**config.mk**
```make
export PLATFORM = sky130hd
export DESIGN_NAME = cache_addr_decode_pipe
export DESIGN_NICKNAME = d
export VERILOG_FILES = /design/src/rtl/cache_cfg_pkg.sv /design/src/rtl/dec_skid_buf.sv /design/src/rtl/cache_addr_decode_pipe.sv
export SDC_FILE = /design/constraint.sdc
export NUM_CORES = 1
export LEC_CHECK = 0
export CAP_MARGIN = 25
export CORE_MARGIN = 1
export CORE_UTILIZATION = 54
export CTS_BUF_LIST = sky130_fd_sc_hd__clkbuf_16
export DETAILED_ROUTE_END_ITERATION = 10
export PLACE_DENSITY = 0.88
export REMOVE_ABC_BUFFERS = 1
export SLEW_MARGIN = 5
export SYNTH_ARGS = -nofsm -noshare
export SYNTH_HDL_FRONTEND = slang
export SYNTH_SLANG_ARGS = --single-unit
```
**constraint.sdc**
```tcl
create_clock -name clk -period 3.9 [get_ports clk]
set_input_delay 0.78 -clock clk [delete_from_list [all_inputs] [get_ports clk]]
set_output_delay 0.78 -clock clk [all_outputs]
set_load 0.01 [all_outputs]
```
**src/rtl/cache_cfg_pkg.sv**
```systemverilog
// Shared configuration for the pipelined cache address decoder: default geometry,
// width helpers and the decoded request record (misaligned field under CACHE_ALIGN_CHECK_EN).
package cache_cfg_pkg;

   localparam int DEF_ADDR_W    = 32;
   localparam int DEF_NUM_LINES = 64;
   localparam int DEF_WAYS      = 2;
   localparam int DEF_OFFSET_W  = 2;

   function automatic int calcIndexW(input int numLines, input int ways);
      return $clog2(numLines / ways);
   endfunction

   function automatic int calcTagW(input int addrW, input int numLines, input int ways,
                                   input int offsetW);
      return addrW - calcIndexW(numLines, ways) - offsetW;
   endfunction

   localparam int DEF_INDEX_W = calcIndexW(DEF_NUM_LINES, DEF_WAYS);
   localparam int DEF_TAG_W   = calcTagW(DEF_ADDR_W, DEF_NUM_LINES, DEF_WAYS, DEF_OFFSET_W);

   typedef enum logic [1:0] {
      EMPTY = 2'd0,
      ONE   = 2'd1,
      TWO   = 2'd2
   } buf_state_e;

   // Field order here is the packing order used by every instance of the decoder.
   typedef struct packed {
      logic [DEF_TAG_W-1:0]    tag;
      logic [DEF_INDEX_W-1:0]  index;
      logic [DEF_OFFSET_W-1:0] offset;
      logic                    same_set;
`ifdef CACHE_ALIGN_CHECK_EN
      logic                    misaligned;
`endif
   } decoded_req_t;

endpackage

```
**src/rtl/dec_skid_buf.sv**
```systemverilog
// Generic 2-entry valid/ready skid buffer: an output register plus one skid slot,
// with a ready that depends only on the registered occupancy state.
module dec_skid_buf
   import cache_cfg_pkg::*;
#(
   parameter int W = 8
) (
   input  logic         clk,
   input  logic         rst,
   input  logic         in_valid,
   output logic         in_ready,
   input  logic [W-1:0] in_data,
   output logic         out_valid,
   input  logic         out_ready,
   output logic [W-1:0] out_data
);

   buf_state_e   state_q, state_d;
   logic [W-1:0] outData_q, outData_d;
   logic [W-1:0] skidData_q, skidData_d;
   logic         accept, xfer;

   assign in_ready  = !rst && (state_q != TWO);
   assign out_valid = (state_q != EMPTY);
   assign out_data  = outData_q;
   assign accept    = in_valid && in_ready;
   assign xfer      = out_valid && out_ready;

   // Occupancy walks EMPTY/ONE/TWO; the skid slot only fills when the consumer stalls.
   always_comb begin
      state_d    = state_q;
      outData_d  = outData_q;
      skidData_d = skidData_q;
      case (state_q)
         EMPTY: begin
            if (accept) begin
               outData_d = in_data;
               state_d   = ONE;
            end
         end
         ONE: begin
            if (accept && xfer) begin
               outData_d = in_data;
            end else if (accept) begin
               skidData_d = in_data;
               state_d    = TWO;
            end else if (xfer) begin
               state_d = EMPTY;
            end
         end
         TWO: begin
            if (xfer) begin
               outData_d = skidData_q;
               state_d   = ONE;
            end
         end
         default: state_d = EMPTY;
      endcase
   end

   always_ff @(posedge clk) begin
      if (rst) begin
         state_q    <= EMPTY;
         outData_q  <= '0;
         skidData_q <= '0;
      end else begin
         state_q    <= state_d;
         outData_q  <= outData_d;
         skidData_q <= skidData_d;
      end
   end

endmodule

```
**src/rtl/cache_addr_decode_pipe.sv**
```systemverilog
// Pipelined cache address decoder: tag/index/offset split with same-set detection behind
// a 2-entry skid buffer. Define CACHE_ALIGN_CHECK_EN to add the out_misaligned port.
module cache_addr_decode_pipe
   import cache_cfg_pkg::*;
#(
   parameter int ADDR_W    = DEF_ADDR_W,
   parameter int NUM_LINES = DEF_NUM_LINES,
   parameter int WAYS      = DEF_WAYS,
   parameter int OFFSET_W  = DEF_OFFSET_W,
   localparam int INDEX_W  = calcIndexW(NUM_LINES, WAYS),
   localparam int TAG_W    = calcTagW(ADDR_W, NUM_LINES, WAYS, OFFSET_W)
) (
   input  logic                clk,
   input  logic                rst,
   input  logic                in_valid,
   output logic                in_ready,
   input  logic [ADDR_W-1:0]   in_addr,
   output logic                out_valid,
   input  logic                out_ready,
   output logic [TAG_W-1:0]    out_tag,
   output logic [INDEX_W-1:0]  out_index,
   output logic [OFFSET_W-1:0] out_offset,
`ifdef CACHE_ALIGN_CHECK_EN
   output logic                out_misaligned,
`endif
   output logic                out_same_set
);

   // Same layout as decoded_req_t, resized to this instance's geometry.
   typedef struct packed {
      logic [TAG_W-1:0]    tag;
      logic [INDEX_W-1:0]  index;
      logic [OFFSET_W-1:0] offset;
      logic                same_set;
`ifdef CACHE_ALIGN_CHECK_EN
      logic                misaligned;
`endif
   } req_t;

   req_t               reqIn, reqOut;
   logic [INDEX_W-1:0] prevIndex_q;
   logic               prevValid_q;
   logic               accept;

   assign accept = in_valid && in_ready;

   always_comb begin
      reqIn          = '0;
      reqIn.tag      = in_addr[ADDR_W-1:INDEX_W+OFFSET_W];
      reqIn.index    = in_addr[INDEX_W+OFFSET_W-1:OFFSET_W];
      reqIn.offset   = in_addr[OFFSET_W-1:0];
      reqIn.same_set = prevValid_q && (in_addr[INDEX_W+OFFSET_W-1:OFFSET_W] == prevIndex_q);
`ifdef CACHE_ALIGN_CHECK_EN
      reqIn.misaligned = (in_addr[1:0] != 2'b00);
`endif
   end

   // The previous index tracks accepted requests only, so a stalled offer never counts.
   always_ff @(posedge clk) begin
      if (rst) begin
         prevIndex_q <= '0;
         prevValid_q <= 1'b0;
      end else if (accept) begin
         prevIndex_q <= reqIn.index;
         prevValid_q <= 1'b1;
      end
   end

   dec_skid_buf #(
      .W($bits(req_t))
   ) u_skid (
      .clk      (clk),
      .rst      (rst),
      .in_valid (in_valid),
      .in_ready (in_ready),
      .in_data  (reqIn),
      .out_valid(out_valid),
      .out_ready(out_ready),
      .out_data (reqOut)
   );

   assign out_tag      = reqOut.tag;
   assign out_index    = reqOut.index;
   assign out_offset   = reqOut.offset;
   assign out_same_set = reqOut.same_set;
`ifdef CACHE_ALIGN_CHECK_EN
   assign out_misaligned = reqOut.misaligned;
`endif

endmodule
```
==> reports/results.md <==
| Item | Value | Unit |
|:---|:---|:---|
| Outcome | complete, no violations | - |
| Core Rows | 28 | - |
| Number of resized instances in the post-cts repair step | 0 | - |
| Number of violations of the max-capacitance limit | 0 | - |
| Met3 routed WL | 313 | µm |
| Final Slew Violations | 0 | - |
| Slew HR | 49.3 | % |
| GR Util All Layers | 25.9 | % |
| Average cell area after synthesis | 9.34 | µm² |
| Vias per cell | 5.62 | - |
| Layout cell share with drive strength beyond 1 | 13.4 | % |
| Critical path capture point type | flop | - |
| Leak Pwr | 0.00142 | µW |
| Part of the Yosys area used for sequential elements | 44.7 | % |
| Number of cells in the finished layout apart from fillers | 492 | - |
| Total power | 2750 | µW |
| Buffer cell driving the clock tree root | clkbuf_16 | - |
| Die Y | 80.4 | µm |
| Clk sink count | 74 | - |
| TritonCTS Buffers | 9 | - |
| Cell total after placement | 476 | - |
| Power share of the sequential group | 36.4 | % |
| Count of H-tree levels built during CTS | 3 | - |
| CP Class | in2reg | - |
| Number of iterations in the first detailed-routing pass | 4 | - |
| Leading cell types in the layout, fill and taps excluded | nand2_1, dfxtp_1, clkdlybuf4s50_1, mux2i_1 | - |
| Remaining routing DRC violations | 0 | - |
| Insertion delay to the later sink of the worst-skew pair | 0.33 | ns |
| Diodes inserted | 0 | - |
| Yosys top cell area share | 44.7 | % |
| Vias in the first global route | 2668 | - |
| Fin crit period | 2.78 | ns |
| Actual transition at the worst max-transition pin | 0.761 | ns |
| TritonCTS clock tree | done | - |
| I/O pins | 71 | - |
| Critical path data arrival time | 3.02 | ns |
| Area contributors post-synth | dfxtp_1, a211oi_2, mux2i_1, nand2_1, a21oi_1 | - |
| Number of buffers on the longest clock path | 2 | - |
| Clock Skews | 0.00551 | ns |
| Post-CTS setup buffer count | 0 | - |
| Initial cell density of the core | 56.0 | % |
| Setup slack at placement | 0.852 | ns |
| Area growth from synthesis to layout | 29.0 | % |
| Setup TNS Final | 0 | ns |
| Post-Syn Instances | 355 | - |
| Wire length of the first global-routing pass | 12.6 | mm |
| Part of the total power dissipated in combinational logic | 34.9 | % |
| EDFF count, synth | 0 | - |
| Internal power | 1870 | µW |
| RSZ-0062 raised after global routing | no | - |
| Switching component of the power | 877 | µW |
| Std-Cell Core Area | 5920 | µm² |
| Final-stage net count | 452 | - |
| Peak VDD IR | 0.388 | mV |
| Largest net degree at the start of global routing | 62 | - |
| Detailed placer's ending HPWL | 4.80 | mm |
| Clock slew at reported path FFs | 0.06 | ns |
| Maximum clock rate | 360 | MHz |
| Required time at the endpoint of the critical path | 4.14 | ns |
| Number of warnings reported in the yosys synthesis log | 0 | - |
| Highest Signal Layer | met4 | - |
| Share of async-settable or async-resettable flops after synthesis | 0 | % |
| Count of buffers inserted at the top-level ports | 70 | - |
| Detailed-route wire length on metal 1 | 3.30 | mm |
| First DRT Iteration DRCs | 218 | - |
| Netlist area before placement | 3320 | µm² |
| Flip-flop cell with the highest count after synthesis | dfxtp_1 | - |
| Via total after detailed routing | 2767 | - |
| Antenna Nets Post-Route | 0 | - |
| Horiz. Die Dim | 80.4 | µm |
| Finish-stage setup viols | 0 | - |
| Placer congestion estimate | 0.751 | - |
| Area leader, netlist | dfxtp_1 | - |
| Metal2 WL | 4.16 | mm |
| Total power per unit cell area | 642 | nW/µm² |
| Biggest fanout along the worst timing path | 22 | - |
| Fin. Hold Viols | 0 | - |
| Die Area | 6460 | µm² |
| Most common cell after layout, fill and taps aside | nand2_1 | - |
| Worst hold-check path type | reg2reg | - |
| Share of the clock period used by the worst path | 71.2 | % |
| Flops & latches, synth | 74 | - |
| WL per Instance | 16.2 | µm |
| Detailed Route WL | 7.95 | mm |
| Type of element launching the critical path | primary input | - |
| Switching power share of the total | 31.9 | % |
| Worst reg-to-reg path cell count | 7 | - |
| Post-CTS Hold Fix Bufs | 0 | - |
| Antenna violations before repair | 0 | - |
| Total congestion overflow after global routing | 0 | - |
| Synth unique cells | 32 | - |
| Final WS setup | 1.12 | ns |
| Worst Hold Path Cells | 2 | - |
| Fraction of power consumed by the clock network | 28.7 | % |
## cell usage after synthesis, drive strengths merged, types with 2 or more instances
library cell  count
nand2            78
ha                4
mux2i            35
nor3             33
dfxtp            74
a21oi            33
xor2              4
buf              19
nand3             2
nand3b            2
a211oi           33
inv               3
o21ai             6
nor2              2
clkbuf           12
nand2b            2
## critical path: stages
cell	delay, ns
clkdlybuf4s50_1	0.48
nor3b_4	0.53
and3_1	0.53
buf_4	0.37
nand2_1	0.14
a21oi_1	0.20
## power by group through the flow
stage	logic, µW	registers, µW	clock network (µW)
after floorplan	483	1050	0
after global placement	923	1010	0
after detailed placement	949	1010	0
after CTS	965	998	795
after global routing	1030	1020	834
final	959	999	789
## cell type report
class | count | area, µm²
clock buffers | 9 | 225
clock inverters | 7 | 61.3
fillers | 429 | 1640
inverters | 4 | 15.0
multi-input cells | 246 | 1650
flip-flops and latches | 74 | 1480
well taps | 75 | 93.8
repair buffers | 77 | 748
## registers in the layout, indices dropped and copies added, names as in the netlist
signal             count
u_skid.out_data       33
u_skid.skidData_q     33
u_skid.state_q         2
prevIndex_q            5
prevValid_q            1
## worst paths after layout
| check | startpoint | end | slack, ns |
|---|---|---|---|
| max | in_valid | u_skid.skidData_q[25]$_SDFFE_PP0P_ | 1.12 |
| min | u_skid.skidData_q[14]$_SDFFE_PP0P_ | u_skid.skidData_q[14]$_SDFFE_PP0P_ | 0.45 |
| max reg2reg | u_skid.state_q[0]$_SDFFE_PP0P_ | u_skid.skidData_q[25]$_SDFFE_PP0P_ | 1.19 |
| min reg2reg | u_skid.skidData_q[14]$_SDFFE_PP0P_ | u_skid.skidData_q[14]$_SDFFE_PP0P_ | 0.45 |
## metal layers
metal,track usage (%),up-vias
li1,-,1352
met1,30.3,1323
met2,45.7,73
met3,4.20,19
met4,12.1,0
met5,0,-
## logic make-up after synthesis
family / after synthesis / share of synthesized area (%)
muxes: 35 / 10.6
DFF: 74 / 44.7
adders and majority gates: 4 / 1.51
buffers and inverters: 35 / 5.81
xor gates and xnor gates: 5 / 1.32
AOI/OAI and AO/OA: 75 / 18.8
and+or+nand+nor: 127 / 17.3
## through the flow
stage	utilization [%]	hold slack, ns	cell area, µm²
after floorplan	-	0.418	3140
after global placement	67.4	0.437	3990
after detailed placement	67.4	0.445	3990
after CTS	72.2	0.454	4280
after global routing	72.2	0.477	4280
final	72.2	0.454	4280
(Power assumes the default switching activity.)
